==> src/rtl/tt_pin_conditioner.sv <==
// rtl/tt_pin_conditioner.sv - synchronise, debounce and edge-detect raw input pins
//
// Parameters:
//   NCH         number of input channels (1..16)
//   SYNC_STAGES synchroniser depth (>=2)
//   DEB_CYCLES  enabled cycles a new level must persist before it is accepted (>=1)
//   RESET_VAL   reset level of every synchroniser flop and stable bit
// Optional feature macro: TT_PIN_EVT_LATCH_EN (sticky per-channel event flags)
//
// Ports:
//   clk        system clock
//   rst_n      asynchronous active-low reset
//   ena        design enable; low freezes debounce state and suppresses events
//   pin_i      raw asynchronous pin levels
//   stable_o   debounced level per channel
//   rise_o     one-cycle pulse when stable_o goes 0->1
//   fall_o     one-cycle pulse when stable_o goes 1->0
//   evt_clr_i  clears sticky event flags (ignored without TT_PIN_EVT_LATCH_EN)
//   evt_o      sticky event flags (tied low without TT_PIN_EVT_LATCH_EN)
module tt_pin_conditioner #(
  parameter int NCH         = 8,
  parameter int SYNC_STAGES = 2,
  parameter int DEB_CYCLES  = 4,
  parameter bit RESET_VAL   = 1'b0
) (
  input  logic           clk,
  input  logic           rst_n,
  input  logic           ena,
  input  logic [NCH-1:0] pin_i,
  output logic [NCH-1:0] stable_o,
  output logic [NCH-1:0] rise_o,
  output logic [NCH-1:0] fall_o,
  input  logic [NCH-1:0] evt_clr_i,
  output logic [NCH-1:0] evt_o
);

  localparam int            CW       = $clog2(DEB_CYCLES + 1);
  localparam logic [CW-1:0] CNT_LAST = CW'(DEB_CYCLES - 1);
  localparam logic [NCH-1:0] RST_VEC = {NCH{RESET_VAL}};

  // Synchroniser: stage 0 samples the pin, the last stage feeds the debouncer.
  logic [SYNC_STAGES-1:0][NCH-1:0] sync_q;
  logic [NCH-1:0]                  s;

  assign s = sync_q[SYNC_STAGES-1];

  always_ff @(posedge clk or negedge rst_n) begin
    if (!rst_n) begin
      sync_q <= {SYNC_STAGES{RST_VEC}};
    end else begin
      sync_q <= {sync_q[SYNC_STAGES-2:0], pin_i};
    end
  end

  // Debounce state
  logic [NCH-1:0][CW-1:0] cnt_q, cnt_d;
  logic [NCH-1:0]         stable_q, stable_d;
  logic [NCH-1:0]         rise_q, rise_d;
  logic [NCH-1:0]         fall_q, fall_d;

  // The counter counts consecutive mismatching cycles; reaching CNT_LAST with
  // one more mismatch accepts the new level, so it never exceeds CNT_LAST.
  always_comb begin
    cnt_d    = cnt_q;
    stable_d = stable_q;
    rise_d   = '0;
    fall_d   = '0;
    if (ena) begin
      for (int ch = 0; ch < NCH; ch++) begin
        if (s[ch] == stable_q[ch]) begin
          cnt_d[ch] = '0;
        end else if (cnt_q[ch] == CNT_LAST) begin
          cnt_d[ch]    = '0;
          stable_d[ch] = s[ch];
          rise_d[ch]   = s[ch];
          fall_d[ch]   = ~s[ch];
        end else begin
          cnt_d[ch] = cnt_q[ch] + CW'(1);
        end
      end
    end
  end

  always_ff @(posedge clk or negedge rst_n) begin
    if (!rst_n) begin
      cnt_q    <= '0;
      stable_q <= RST_VEC;
      rise_q   <= '0;
      fall_q   <= '0;
    end else begin
      cnt_q    <= cnt_d;
      stable_q <= stable_d;
      rise_q   <= rise_d;
      fall_q   <= fall_d;
    end
  end

  assign stable_o = stable_q;
  assign rise_o   = rise_q;
  assign fall_o   = fall_q;

`ifdef TT_PIN_EVT_LATCH_EN
  logic [NCH-1:0] evt_q, evt_d;

  // A new event takes priority over a coincident clear.
  always_comb begin
    evt_d = evt_q;
    if (ena) begin
      evt_d = (evt_q & ~evt_clr_i) | rise_d | fall_d;
    end
  end

  always_ff @(posedge clk or negedge rst_n) begin
    if (!rst_n) begin
      evt_q <= '0;
    end else begin
      evt_q <= evt_d;
    end
  end

  assign evt_o = evt_q;
`else
  logic unused_evt_clr;

  assign unused_evt_clr = ^evt_clr_i;
  assign evt_o          = '0;
`endif

endmodule

==> config.mk <==
export PLATFORM = sky130hd
export DESIGN_NAME = tt_pin_conditioner
export DESIGN_NICKNAME = d
export VERILOG_FILES = /design/src/rtl/tt_pin_conditioner.sv
export SDC_FILE = /design/constraint.sdc
export NUM_CORES = 1
export LEC_CHECK = 0
export ABC_AREA = 1
export CAP_MARGIN = 20
export CORE_MARGIN = 5
export CORE_UTILIZATION = 40
export DETAILED_ROUTE_END_ITERATION = 7
export DONT_BUFFER_PORTS = 1
export GPL_ROUTABILITY_DRIVEN = 0
export GPL_TIMING_DRIVEN = 0
export PLACE_DENSITY_LB_ADDON = 0.05
export SYNTH_ARGS = -nofsm -noshare
export SYNTH_HDL_FRONTEND = slang
export SYNTH_SLANG_ARGS = --single-unit
==> constraint.sdc <==
create_clock -name clk -period 1.05 [get_ports clk]
set_input_delay 0.2625 -clock clk [delete_from_list [all_inputs] [get_ports clk]]
set_output_delay 0.2625 -clock clk [all_outputs]
set_load 0.02 [all_outputs]
### Word-level counts from Yosys, hierarchy flattened

Cells that the tools add are included.

* equality and inequality tests: 16
* reductions and logical operators: 8
* add/sub/neg operators: 8
* bitwise operators: 16
* multiplexer cells: 50

Operators with widths (number)
* $mux W3: 16
* $mux W1: 32
* $add A3 B1 Y3 const B: 8
* $eq A3 B2 Y1 const B: 8
* $reduce_and A3 Y1: 8
* $mux W8: 2
* $not A1 Y1: 16
* $eq A1 B1 Y1: 8

* flip-flop bits (word level): 64
* logic and storage cells: 118
* output and inout port bits: 32
* bits of input ports: 19

### Depth between registers and ports, before layout

Gate-level depths: netlist (run 1).

* depth after elaboration: 4
* mapped depth: 6
* depth with buffers taken out: 6

### Worst setup path before layout (run 1)

Ideal clock, no wire load.

* kind: register -> register
* start point: register stable_q[7] (netlist: stable_o[7])
* end point: register stable_q[7] (netlist: stable_o[7])
* setup time: 118 ps
* path buffers: 0
* stages on the path, launching flop included: 7
* arrival time: 877 ps
* clock period less this slack: 996 ps
* setup slack: 54 ps
* required time: 932 ps
* cell sequence: dfrtp_1 inv_1 nand2_1 nand2_1 nand3_1 nand2_1 nand2_1

* cells in the longest elaborated chain, start to end: 3

Ends and longest elaborated chain
* from (decl): line 57 `logic [NCH-1:0] stable_q, stable_d;`
* from (signal assigned): line 92 `stable_q <= stable_d;`
* $eq A1 B1 Y1: line 70 `if (s[ch] == stable_q[ch]) begin`
* $not A1 Y1 (no line)
* $reduce_and A3 Y1 (no line)

Every way passes these cells.
A chain may end at the register's enable or synchronous reset.

### Worst setup path in the final report (run 1)

* start point: register stable_q[5] (netlist: stable_o[5])
* end point: output stable_o[5]

RTL lines
* to (decl): line 30 `output logic [NCH-1:0] stable_o,`

No word-level cell between the ends.

==> impl_metrics.toml, run 1 <==
[synth]
synthTopCellsByArea = "dfrtp_1 61%, nand2_1 12%, inv_1 5.7%, ha_1 3.8%, buf_4 2.9%"
yosysMostFrequentCell = "nand2_1"
synthCells = 271
synthesis.area_mm2 = 0.00261
synthTopCellsByCount = "84 x nand2_1, 64 x dfrtp_1, 40 x inv_1"
synth_edf_count = 0
avgSynthCellArea_um2 = 9.64
synth.top_cell.area_share_pct = 61.3
synth_top_cell_by_area = "dfrtp_1"
synth_async_sr_flop_share_pct = 100
synth_seq_cells = 64
ys_warn_count = 0
synth_ff_type = "dfrtp_1"
ys_seq_area_share_pct = 61.3
synth.distinct_cells = 15

[floorplanning]
std_cell_rows = 29
fp.dieW_um = 90.8
core_area_mm2 = 0.00635
dieArea_mm2 = 0.00825
fp.dieH_um = 90.8
start_util_pct = 41.2
io_pins = 51

[clocking]
cts_tree = "done"
clkSinkCount = 64
cts_max_path_buffers = 2
cts_max_level = 3
root_buffer = "clkbuf_8"
hold_buffers = 8
path_clk_slew_ns = 0.06
clkLatencyLatePin_ns = 0.33
cts_made_buffers = 9

[detailed_routing]
wl_per_cell_um = 11.9
drt-total-wl_mm = 4.62
drtIter0Drc = 61
vias_per_cell = 4.57
dr.pass1.iters = 4
vias = 1775
drc = 0
ant_nets = 0

[sta]
setup_viol = 8
worst_slack_ns = -0.0199
fin_skew_ns = 0.00272
min_period_ns = 1.07
timing.fmax_ghz = 0.935
finalHoldViolations = 64
rsz0062_at_grt = "true"
finalCritPeriodShare_pct = 102
finalMaxSlewViolations = 0
hold_slack_ns = -0.380

[layout]
areaGrowthSynthToFinish_pct = 25.0
fin_nets = 335
layout.cells.non_filler = 388
fillers = 598
finish.utilization_pct = 51.4
n_antenna_cell = 0
drive_gt1_share_pct = 36.3

[grt]
grt_first_pass_wirelength_mm = 7.98
antenna_found_initial = 0
grt_util_all_layers_pct = 12.2
grt_max_degree = 65
overflow = 0
grt_pass1_vias = 1706

[power_and_ir_drop]
ir_drop_mv = 1.02
combPwrFrac_pct = 26.8
p_sw_w = 0.00254
total_power_w = 0.00750
p_leak_nw = 1.68
seq_power_share_pct = 48.4
pwr-share-clk_pct = 24.8
swShare_pct = 33.9
powerDensity_mw_per_mm2 = 2300
p_int_w = 0.00496

[critical_path]
crit_arrival_ns = 0.81
critical_path.startpoint = "stable_o[5]$_DFFE_PN0P_"
r2r-end = "stable_o[5]$_DFFE_PN0P_"
setup.worst_path.end = "stable_o[5]"
r2r_start = "cnt_q[15]$_DFFE_PN0P_"
r2r_slack_ns = 0.03
cp_max_fo = 4
required_ns = 0.79
worst_setup_path_start_kind = "register"
cp-end-kind = "primary output"
rr_worst_depth = 6
crit_cells = 0
critical_path_class = "register to primary output"

[min_path]
min-delay-path-class = "primary input to asynchronous set/reset pin"

[place]
dp_cells = 355
io_buffers = 0
hpwlAfterDp_mm = 2.81

[flow_run]
drv_cap = 0

[outcome]
violations = "negative hold slack, negative setup slack"
status = "finished, violations left"
## registers in the layout (all words and copies together) (netlist names)
signal / count
cnt_q: 24
fall_o: 8
rise_o: 8
s: 8
stable_o: 8
sync_q: 8
## routing by layer
layer / GRT usage (%) / vias to the layer above / wire length [um]
met5: 0 / - / 0
met4: 6.60 / 0 / 107
li1: - / 896 / -
met1: 15.9 / 831 / 2170
met2: 17.4 / 38 / 2050
met3: 4.83 / 10 / 296
## through the flow
step / setup TNS, ns / instance area (um^2) / worst slack (ns)
after floorplan: 0 / 2640 / 0.0543
after global placement: -0.233 / 2740 / -0.0368
after detailed placement: -0.285 / 2740 / -0.0482
after CTS: -0.290 / 3050 / -0.0322
after global routing: -1.23 / 3270 / -0.0602
final: -0.114 / 3270 / -0.0199
## layout by cell type, fill, tap and decap left out, types with 8 or more instances in the layout
master         count
nor2_1             8
inv_1             24
dlygate4sd3_1      8
nand3_2            8
conb_1             8
nand4_1            8
o21ai_1            8
nand2_1           68
dfrtp_2           18
buf_4             21
nor2_4             8
nand2_2           14
clkbuf_8          12
inv_2             16
dfrtp_1           46
## area by class of cell
cell class / count / area, um^2 / area share (%)
Multi-Input combinational cell: 160 / 946 / 29.0
Clock buffer: 14 / 173 / 5.29
Tap cell: 77 / 96.3 / 2.95
Buffer: 13 / 109 / 3.33
Sequential cell: 64 / 1620 / 49.7
Inverter: 41 / 156 / 4.79
Timing Repair Buffer: 19 / 163 / 4.98
## power groups by stage
stage | clock network (W) | registers (W) | logic [W]
finish | 0.00186 | 0.00363 | 0.00201
global route | 0.00207 | 0.00371 | 0.00236
CTS | 0.00195 | 0.00361 | 0.00151
detailed placement | 0 | 0.00362 | 0.00140
global placement | 0 | 0.00361 | 0.00137
floorplan | 0 | 0.00352 | 0.00119
## how the worst min path moves through the flow
stage                         endpoint  startpoint  slack, ns
3_5_place_dp            s[7]$_DFF_PN0_       rst_n      -0.03
4_1_cts            fall_o[0]$_DFF_PN0_       rst_n      -0.40
2_1_floorplan     cnt_q[0]$_DFFE_PN0P_       rst_n      -0.03
5_1_grt        stable_o[2]$_DFFE_PN0P_       rst_n      -0.41
6_report           fall_o[0]$_DFF_PN0_       rst_n      -0.38
3_3_place_gp       fall_o[7]$_DFF_PN0_       rst_n      -0.03
## timing repair
| action | 4_1_cts | 5_1_grt |
|---|---|---|
| setup buffers | 2 | 9 |
| endpoints found under the setup margin | 39 | 60 |
| resized for setup | 24 | 64 |
| endpoints found under the hold margin | 72 | 64 |
| pin swaps | 0 | 25 |
| cloned | 0 | 0 |
## kinds of logic (layout without fill, tap and decap cells)
group,Yosys count,count (layout),synth area share [%]
and+or+nand+nor,120,120,18.6
DFF,64,64,61.3
buffers and inverters,54,87,10.1
AOI/OAI and AO/OA,24,24,6.03
adders and majority gates,8,8,3.83
other,1,8,0.143
No activity file was read; power rests on OpenSTA's default activity.
==> inputs of run 2 (changes only) <==
--- a/config.mk
+++ b/config.mk
@@ -7,7 +7,6 @@
 export LEC_CHECK = 0
 export ABC_AREA = 1
 export CAP_MARGIN = 20
-export CORE_MARGIN = 5
 export CORE_UTILIZATION = 40
 export DETAILED_ROUTE_END_ITERATION = 7
 export DONT_BUFFER_PORTS = 1
==> impl_metrics.toml, run 2 (synthesized netlist as in run 1, its figures left out) <==
[critical_path]
cp_max_fo = 4
worst_setup_path_start_kind = "register"
crit_arrival_ns = 0.80
required_ns = 0.79
critical_path_class = "register to primary output"
cp-end-kind = "primary output"

[clocking]
hold_buffers = 8
clkSinkCount = 64
clkLatencyLatePin_ns = 0.33
cts_tree = "done"
cts_max_level = 3
cts_made_buffers = 9
path_clk_slew_ns = 0.07
cts_max_path_buffers = 2
root_buffer = "clkbuf_8"

[power_and_ir_drop]
p_leak_nw = 1.68
powerDensity_mw_per_mm2 = 2370
total_power_w = 0.00762
ir_drop_mv = 1.19

[detailed_routing]
routed-wl-met2_mm = 2.08
wl_per_cell_um = 11.6
ant_nets = 0
vias_per_cell = 4.65
vias = 1791
top_layer_used = "met4"
met3WireLength_um = 144
drtIter0Drc = 55
m1WireLength_mm = 2.13
dr.pass1.iters = 3
drc = 0
drt-total-wl_mm = 4.46

[sta]
finalMaxSlewViolations = 0
min_period_ns = 1.07
worst_slack_ns = -0.0153
fin_skew_ns = 0.00603
rsz0062_at_grt = "true"
finalCritPeriodShare_pct = 101
setup_viol = 6
finalHoldViolations = 64
hold_slack_ns = -0.380
timing.fmax_ghz = 0.939

[layout]
mostFrequentLayoutCell = "nand2_1"
fillers = 581
layout_common_cells = "71 x nand2_1, 48 x dfrtp_1, 26 x inv_1"
multi_input_area_um2 = 896
fin_nets = 331
areaGrowthSynthToFinish_pct = 23.1
regMostFlops = "cnt_q"
stdcell_area_mm2 = 0.00322
layout.cells.non_filler = 385
drive_gt1_share_pct = 31.8
largest_reg_flops = 24
n_antenna_cell = 0
register_area_mm2 = 0.00162

[outcome]
violations = "negative hold slack, negative setup slack"
status = "finished, violations left"

[grt]
antenna_found_initial = 0
grt_pass1_vias = 1691
grt_util_all_layers_pct = 14.4
grt_first_pass_wirelength_mm = 7.71
grt_max_degree = 65
overflow = 0

[place]
dp_cells = 355
io_buffers = 0
placed_area_mm2 = 0.00274
hpwlAfterDp_mm = 2.73

[floorplanning]
start_util_pct = 41.4
fp.dieW_um = 82.8
core_area_mm2 = 0.00631
fp.dieH_um = 82.8
std_cell_rows = 29
dieArea_mm2 = 0.00686
io_pins = 51

[min_path]
min-delay-path-class = "primary input to asynchronous set/reset pin"

[flow_run]
drv_cap = 0
run 2: changes by cell type in the layout (fill, tap and decap cells not counted), sizes merged:
| cell | change |
|---|---|
| bufinv | +1 |
| clkbuf | -2 |
| clkinv | +2 |
| buf | -4 |
run 2: what timing repair did:
action,CTS,global route
hold endpoints to repair,72,64
endpoints found under the setup margin,37,58
pin swaps,6,15
gates resized for setup,27,47
setup buffers,2,5
run 2: report_power, final:
| group | switching (W) | internal (W) | total (W) |
|---|---|---|---|
| sequential | 0.000630 | 0.00299 | 0.00362 |
| clock | 0.000892 | 0.00127 | 0.00216 |
| combinational | 0.00101 | 0.000835 | 0.00184 |
run 2: layout make-up:
cell class / count / share of cell area [%]
inverters: 41 / 4.86
multi-input cells: 160 / 27.8
plain buffers: 13 / 3.38
flip-flops and latches: 64 / 50.4
clock inverters: 3 / 1.24
repair buffers: 15 / 4.12
clock buffers: 12 / 5.13
well taps: 77 / 2.99
run 2: worst paths after layout:
kind,start,depth (start not counted),slack (ns),to
worst max-delay path,stable_o[7]$_DFFE_PN0P_,0,-0.02,stable_o[7]
worst min-delay path,rst_n,0,-0.38,stable_o[2]$_DFFE_PN0P_
worst max register to register,cnt_q[9]$_DFFE_PN0P_,6,0.01,stable_o[3]$_DFFE_PN0P_
worst min register to register,sync_q[3]$_DFF_PN0_,0,0.35,s[3]$_DFF_PN0_
max in group asynchronous,rst_n,0,1.28,stable_o[0]$_DFFE_PN0P_
min in group clk,ena,3,0.22,fall_o[5]$_DFF_PN0_
run 2: routing by layer:
| metal | global-route usage, % | vias up |
|---|---|---|
| li1 | - | 888 |
| met1 | 18.3 | 864 |
| met2 | 21.9 | 30 |
| met3 | 4.37 | 9 |
| met4 | 7.99 | 0 |
| met5 | 0 | - |
run 2: per-stage QoR:
| stage | TNS (ns) | setup WS (ns) | hold WS [ns] | utilization, % |
|---|---|---|---|---|
| after floorplan | 0 | 0.0543 | -0.0331 | - |
| after global placement | -0.264 | -0.0456 | -0.0314 | 43.3 |
| after detailed placement | -0.234 | -0.0432 | -0.0312 | 43.3 |
| after CTS | -0.227 | -0.0294 | -0.396 | 49.0 |
| after global routing | -1.16 | -0.0806 | -0.408 | 51.0 |
| final | -0.0578 | -0.0153 | -0.380 | 51.0 |
==> inputs of run 3 (changes only) <==
--- a/config.mk
+++ b/config.mk
@@ -7,6 +7,7 @@
 export LEC_CHECK = 0
 export ABC_AREA = 1
 export CAP_MARGIN = 20
+export CORE_MARGIN = 4
 export CORE_UTILIZATION = 40
 export DETAILED_ROUTE_END_ITERATION = 7
 export DONT_BUFFER_PORTS = 1
==> impl_metrics.toml, run 3 (synthesized netlist as in run 1, its figures left out) <==
[layout]
largest_reg_flops = 24
mostFrequentLayoutCell = "nand2_1"
layout_common_cells = "67 x nand2_1, 41 x dfrtp_1, 23 x dfrtp_2"
regMostFlops = "cnt_q"
n_antenna_cell = 0
areaGrowthSynthToFinish_pct = 25.3
fin_nets = 333
drive_gt1_share_pct = 40.2
stdcell_area_mm2 = 0.00328

[clocking]
hold_buffers = 8
root_buffer = "clkbuf_8"
cts_made_buffers = 9
clkLatencyLatePin_ns = 0.33
cts_tree = "done"
cts_max_path_buffers = 2
clkSinkCount = 64
cts_max_level = 3
path_clk_slew_ns = 0.07

[grt]
grt_util_all_layers_pct = 13.1
grt_pass1_vias = 1747
use_met2_pct = 19.4
overflow = 0
grtUsageMet3_pct = 4.38
grtUsageMet1_pct = 16.5
gr-max-usage-layer = "met2"
antenna_found_initial = 0
grt_first_pass_wirelength_mm = 7.72
grt_max_degree = 65

[power_and_ir_drop]
p_leak_nw = 1.67
powerDensity_mw_per_mm2 = 2300
ir_drop_mv = 1.21

[detailed_routing]
drt-total-wl_mm = 4.68
dr.pass1.iters = 4
vias = 1785
wl_per_cell_um = 12.1
ant_nets = 0
vias_per_cell = 4.60
drc = 0
drtIter0Drc = 67

[critical_path]
r2r-end = "stable_o[3]$_DFFE_PN0P_"
cp_max_fo = 4
cp-end-kind = "primary output"
crit_arrival_ns = 0.81
r2r_start = "cnt_q[9]$_DFFE_PN0P_"
rr_worst_depth = 6
critical_path_class = "register to primary output"
required_ns = 0.79
r2r_slack_ns = 0.03
worst_setup_path_start_kind = "register"

[flow_run]
drv_cap = 0

[sta]
timing.fmax_ghz = 0.934
worst_slack_ns = -0.0204
rsz0062_at_grt = "true"
setup_tns_ns = -0.129
finalMaxSlewViolations = 0
setup_viol = 8
min_period_ns = 1.07
finalHoldViolations = 64
fin_skew_ns = 0.00578
hold_slack_ns = -0.385
finalCritPeriodShare_pct = 102

[outcome]
violations = "negative hold slack, negative setup slack"
status = "finished, violations left"

[min_path]
min-delay-path-class = "primary input to asynchronous set/reset pin"

[floorplanning]
fp.dieH_um = 88.8
start_util_pct = 41.2
fp.dieW_um = 88.8
dieArea_mm2 = 0.00789
core_area_mm2 = 0.00635
io_pins = 51
std_cell_rows = 29

[place]
io_buffers = 0
placed_area_mm2 = 0.00274
hpwlAfterDp_mm = 2.82
run 3: worst reg2reg max path: stages (launching register included):
cell	delay [ns]
dfrtp_1	0.37
ha_2	0.18
inv_2	0.04
nor2_4	0.11
nand3_2	0.10
nand2_1	0.07
nand2_1	0.05
run 3: how the worst max path moves through the flow:
| stage | startpoint | endpoint | slack [ns] | cells after the start |
|---|---|---|---|---|
| global placement | cnt_q[15]$_DFFE_PN0P_ | stable_o[5]$_DFFE_PN0P_ | -0.04 | 6 |
| floorplan | stable_o[7]$_DFFE_PN0P_ | stable_o[7]$_DFFE_PN0P_ | 0.05 | 6 |
| finish | stable_o[2]$_DFFE_PN0P_ | stable_o[2] | -0.02 | 0 |
| global route | stable_o[2]$_DFFE_PN0P_ | stable_o[2] | -0.06 | 0 |
| CTS | stable_o[2]$_DFFE_PN0P_ | stable_o[2] | -0.04 | 0 |
| detailed placement | stable_o[7]$_DFFE_PN0P_ | stable_o[7]$_DFFE_PN0P_ | -0.05 | 6 |
run 3: cell type report:
type	instances	area [um^2]
Multi-Input combinational cell	160	952
Timing Repair Buffer	17	148
Clock buffer	13	169
Fill cell	581	3070
Tap cell	77	96.3
Sequential cell	64	1630
Clock inverter	3	15.0
Buffer	13	109
Inverter	41	156
run 3: where the power goes:
group / switching (W) / total, W / internal [W]
logic: 0.00108 / 0.00198 / 0.000894
registers: 0.000627 / 0.00362 / 0.00299
clock network: 0.000892 / 0.00193 / 0.00104
run 3: per-stage QoR:
stage / instances / setup slack (ns) / hold slack (ns) / total power, W / util (%)
after CTS: 383 / -0.0434 / -0.410 / 0.00720 / 48.4
after detailed placement: 355 / -0.0512 / -0.0314 / 0.00503 / 43.1
after floorplan: 278 / 0.0543 / -0.0331 / 0.00471 / -
after global placement: 355 / -0.0407 / -0.0314 / 0.00497 / 43.1
after global routing: 388 / -0.0638 / -0.414 / 0.00815 / 51.6
final: 388 / -0.0204 / -0.385 / 0.00753 / 51.6
run 3: what timing repair did:
action                                 4_1_cts  5_1_grt
setup endpoints to repair                   42       60
gates resized for setup                     25       73
endpoints found under the hold margin       72       64
buffers inserted                             4        5
pin swaps                                    2       23
run 3: per-layer routing:
layer,wire [um],up-vias
li1,-,897
met1,2250,848
met2,2100,31
met3,206,9
met4,124,0
met5,0,-
==> edit 1 (flow settings as in run 2) <==
The parameter `DEB_CYCLES` goes from 4 to 2.
--- a/src/rtl/tt_pin_conditioner.sv
+++ b/src/rtl/tt_pin_conditioner.sv
@@ -21,5 +21,5 @@
   parameter int NCH         = 8,
   parameter int SYNC_STAGES = 2,
-  parameter int DEB_CYCLES  = 4,
+  parameter int DEB_CYCLES  = 2,
   parameter bit RESET_VAL   = 1'b0
 ) (
Function: changed (Yosys sat finds a counterexample within 10 cycles, from zero or initial values and one cycle with rst_n low).
==> edit 1 against run 2 <==
  * The run ends with design-rule violations, negative hold slack, negative setup slack left
  * Worst setup slack about the same
  * Critical path depth unchanged
  * Sequential power decreased by 13%
  * Final area decreased by 22%
  * Area after synthesis decreased by 19%
  * Total power decreased by 28%
  * Worst hold slack improved by 24 ps
  * Sequential share of layout area increased by 6.6 points
  * Routed wire length decreased by 20%
  * Sequential cell count decreased by 8
  * Combinational power decreased by 47%
  * Critical path type unchanged
  * Largest cell class unchanged
==> edit 1: results (changes against run 2) <==
| Metric | Value |
|---|---|
| Status | finished with violations |
| Failing checks | design-rule violations, negative hold slack, negative setup slack |
| Worst r2r src | stable_o[7]$_DFFE_PN0P_ |
| Crit-path max FO | 5 (+1) |
| Clock skew | 8.830 ps (+2.804 ps) |
| Clk slew on worst S/H paths | 100 ps (+30 ps) |
| R2R Path End | stable_o[7]$_DFFE_PN0P_ |
| CTS Buf Count | 5 (-4) |
| Final Hold Fails | 56 (-13%) |
| Leak | 1.254 nW (-26%) |
| Synth cell count leaders | dfrtp_1, nand2_1, inv_1 |
| Synth cell types | 16 (+1) |
| Avg WL per Cell | 12.00 µm (+3.6%) |
| M1 GR Usage | 0.1578 (-0.02565) |
| Final setup violation count | 4 (-2) |
| First-pass GRT wire length | 5.754 mm (-25%) |
| Drt drc | 1 (+1) |
| Dpl hpwl | 2.436 mm (-11%) |
| Setup Fix Bufs, Post-CTS | 0 (-2) |
| Vias in the first global route | 1267 (-25%) |
| Worst IR Drop VDD | 1.013 mV (-15%) |
| WHS | -355.9 ps (+24.20 ps) |
| Clk_lat worst skew | 310 ps (-20 ps) |
| Initial DRC count | 86 (+56%) |
| FF-to-FF path depth | 4 (-2) |
| GR met3 Demand/Resource | 0.06158 (+0.01784) |
| Worst setup margin | -15.40 ps (-0.06600 ps) |
| Layout Nets | 246 (-26%) |
| Largest net degree at the start of global routing | 57 (-12%) |
## edit 1: cell types whose count changed after synthesis, sizes merged
cell | run 2 | this run
dfrtp | 64 | 56
buf | 13 | 11
nor3 | 0 | 5
nand3 | 12 | 14
a21oi | 0 | 3
a21boi | 8 | 3
inv | 41 | 28
nand4 | 8 | 3
ha | 8 | 0
o21bai | 4 | 0
nand3b | 0 | 5
nand2 | 84 | 47
o21ai | 12 | 8
xor2 | 0 | 5
## edit 1: cells by family (layout without fill, tap and decap cells)
family | after synthesis | count (layout) | synth area share
AND/OR/NAND/NOR | 90 | 90 | 0.1946
flip-flops | 56 | 56 | 0.6604
buffers and inverters | 39 | 55 | 0.08608
AO/OA/AOI/OAI | 14 | 14 | 0.03655
XOR/XNOR | 5 | 5 | 0.02064
other | 1 | 8 | 0.001767
## edit 1: per-stage QoR
stage / std cells / hold slack [ps] / area [µm²] / worst slack, ps
after global routing: 298 / -386.8 / 2505 / -41.43
after detailed placement: 282 / -31.75 / 2236 / -34.40
after floorplan: 212 / -33.09 / 2148 / 70.41
after global placement: 282 / -31.94 / 2236 / 27.01
after CTS: 298 / -372.4 / 2437 / -22.36
final: 298 / -355.9 / 2505 / -15.40
## edit 1: layer usage
metal  vias up  share of wire
li1        658              -
met1       659           0.43
met2        36           0.50
met3         5          0.062
met4         0          0.011
met5         -              0
## edit 1: worst max path at each step
stage,slack (ps),depth (start not counted),to
after floorplan,70,4,stable_o[0]$_DFFE_PN0P_
after global placement,30,4,stable_o[0]$_DFFE_PN0P_
after detailed placement,-30,4,stable_o[6]$_DFFE_PN0P_
after CTS,-20,0,stable_o[7]
after global routing,-40,4,stable_o[7]$_DFFE_PN0P_
final,-20,0,stable_o[0]
## edit 1: what timing repair did
item,4_1_cts,5_1_grt
setup endpoints to repair,25,41
gates resized for setup,9,24
endpoints found under the hold margin,64,56
pin swaps,0,1
## edit 1: layout make-up
type | count | area, µm²
plain buffers | 11 | 77.57
well taps | 70 | 87.58
inverters | 28 | 105.1
multi-input cells | 117 | 619.3
repair buffers | 8 | 80.08
fillers | 470 | 2603
flip-flops and latches | 56 | 1428
clock inverters | 2 | 35.03
clock buffers | 6 | 72.57
## edit 1: power by group through the flow
stage               clock, mW  combinational [mW]  sequential, mW
global route             1.50                1.15            3.22
global placement            0               0.827            3.10
finish                   1.36               0.982            3.16
detailed placement          0               0.916            3.12
CTS                      1.42               0.947            3.12
floorplan                   0               0.746            3.05
==> edit 2 (config.mk and constraints of run 2) <==
Without the edit above. Register the output `rise_o` once more, with the module's reset; this adds one clock of latency there. The other outputs are not delayed to match. Comments in the files are not updated.
--- a/src/rtl/tt_pin_conditioner.sv
+++ b/src/rtl/tt_pin_conditioner.sv
@@ -97,5 +97,11 @@
 
   assign stable_o = stable_q;
-  assign rise_o   = rise_q;
+  always_ff @(posedge clk or negedge rst_n) begin
+    if (!rst_n) begin
+      rise_o <= '0;
+    end else begin
+      rise_o <= rise_q;
+    end
+  end
   assign fall_o   = fall_q;
 
Function: changed (a bounded check fails within 10 cycles, from zero or initial values and one cycle with rst_n low).
==> edit 2 against run 2 <==
  * The run still ends with negative hold slack, negative setup slack left
  * Synthesized cell count increased by 3.7%
  * Worst setup slack got worse by 4.4 ps
  * Total power increased by 2.8%
  * Clock power decreased by 9%
  * Die area increased by 7.5%
  * First-iteration DRC count increased by 3.6%
  * Clock skew increased by 1.1 ps
  * Routed wire length increased by 4.9%
  * Sequential cell count increased by 8
  * Final area increased by 7.0%
  * Area after synthesis increased by 7.7%
  * Register-to-register slack got worse by 20 ps
  * Critical path type unchanged
  * Critical endpoint unchanged
  * Largest cell class unchanged
==> edit 2: results (changes against run 2) <==
| Metric | Value |
|---|---|
| Leak | 1.778 nW (+5.6%) |
| Root buf cell | clkbuf_8 |
| Share of layout cells above drive strength 1 | 0.3480 (+0.02978) |
| Total power | 7.837 mW (+2.8%) |
| Sequential area share after synthesis | 0.6403 (+0.02755) |
| Area of the multi-input gates | 899.6 µm² (+0.42%) |
| Largest register FFs | 24 (unchanged) |
| WHS | -379.8 ps (+0.2790 ps) |
| Place WS | -85.65 ps (-42.48 ps) |
| First-pass GRT wire length | 7.741 mm (+0.35%) |
| Via Count | 1824 (+1.8%) |
| Synth cell types | 14 (-1) |
| CTS sink cnt | 72 (+13%) |
| Status | finished with violations |
| Area share of fa/ha/maj cells after synthesis | 0.03557 (-0.002724) |
| # clk buffers | 13 (+1) |
| Non-clock buffer share | 0.07122 (-0.003847) |
| Drt first pass iters | 4 (+1) |
| Vias in the first global route | 1744 (+3.1%) |
| Non-clock inverter total of the final layout | 43 (+4.9%) |
| Largest net degree at the start of global routing | 73 (+12%) |
| Routed wl met2 | 2.418 mm (+16%) |
| GR Util met2 | 0.2345 (+0.01541) |
| Clock skew | 7.160 ps (+1.134 ps) |
| Dpl cell area | 2960 µm² (+8.2%) |
| Clk tree area frac | 0.05342 (-0.01037) |
| Layout Nets | 341 (+3.0%) |
| Area grow syn2layout | 22.37% |
| IO buf count | 0 (unchanged) |
| Dpl hpwl | 2.926 mm (+7.1%) |
| Syn_area_per_cell | 10.01 µm² (+3.8%) |
| M1 GR Usage | 0.1574 (-0.02613) |
| FF-to-FF path depth | 6 (unchanged) |
| Internal power | 5.213 mW (+2.3%) |
| GR met3 Demand/Resource | 0.06352 (+0.01979) |
| Comb_multi_in | 160 (unchanged) |
| Setup TNS | -129.3 ps (-71.51 ps) |
| Final Hold Fails | 72 (+13%) |
| Filler cells | 603 (+3.8%) |
| R2r setup slk | -10 ps (-20 ps) |
| Worst IR Drop VDD | 1.196 mV (+0.65%) |
| Sequential power share | 0.504 (+0.029) |
| Synth cell count leaders | nand2_1, dfrtp_1, inv_1 |
| Met3 WL post-DR | 202 µm (+40%) |
| GRT Resource Usage Total | 0.1406 (-0.003391) |
| Avg WL per Cell | 11.27 µm (-2.7%) |
| Seq/total area | 0.5316 (+0.02753) |
| Worst setup margin | -19.77 ps (-4.433 ps) |
| Initial DRC count | 57 (+3.6%) |
| Post-synthesis mux area share | 0 (unchanged) |
| Post-synth ARST share | 1.000 (unchanged) |
| WL met1 | 2.015 mm (-5.3%) |
| Synth top area cells | dfrtp_1, nand2_1, inv_1 |
| Synth Area in Compound Gates | 0.05247 (-0.007848) |
| Power share of the combinational group | 0.245 (+0.004) |
| Failing checks | negative hold slack, negative setup slack |
| Final setup violation count | 9 (+3) |
edit 2: cell types whose count changed after synthesis:
cell | run 2 | this run
nand2_1 | 84 | 85
buf_4 | 10 | 9
o21bai_1 | 4 | 3
nand3_1 | 12 | 11
dfrtp_1 | 64 | 72
inv_1 | 40 | 42
o21ai_2 | 2 | 0
o21ai_1 | 10 | 13
buf_6 | 3 | 4
edit 2: repair_timing:
| item | in CTS | in global routing |
|---|---|---|
| pin swaps | 2 | 22 |
| resized for setup | 25 | 61 |
| endpoints found under the hold margin | 80 | 72 |
| setup endpoints to repair | 45 | 57 |
| gates cloned | 0 | 0 |
| setup buffers | 3 | 4 |
edit 2: metrics by stage:
stage | utilization | cells
after floorplan | - | 288
after global placement | 0.4357 | 384
after detailed placement | 0.4357 | 384
after CTS | 0.4843 | 411
after global routing | 0.5068 | 415
final | 0.5068 | 415
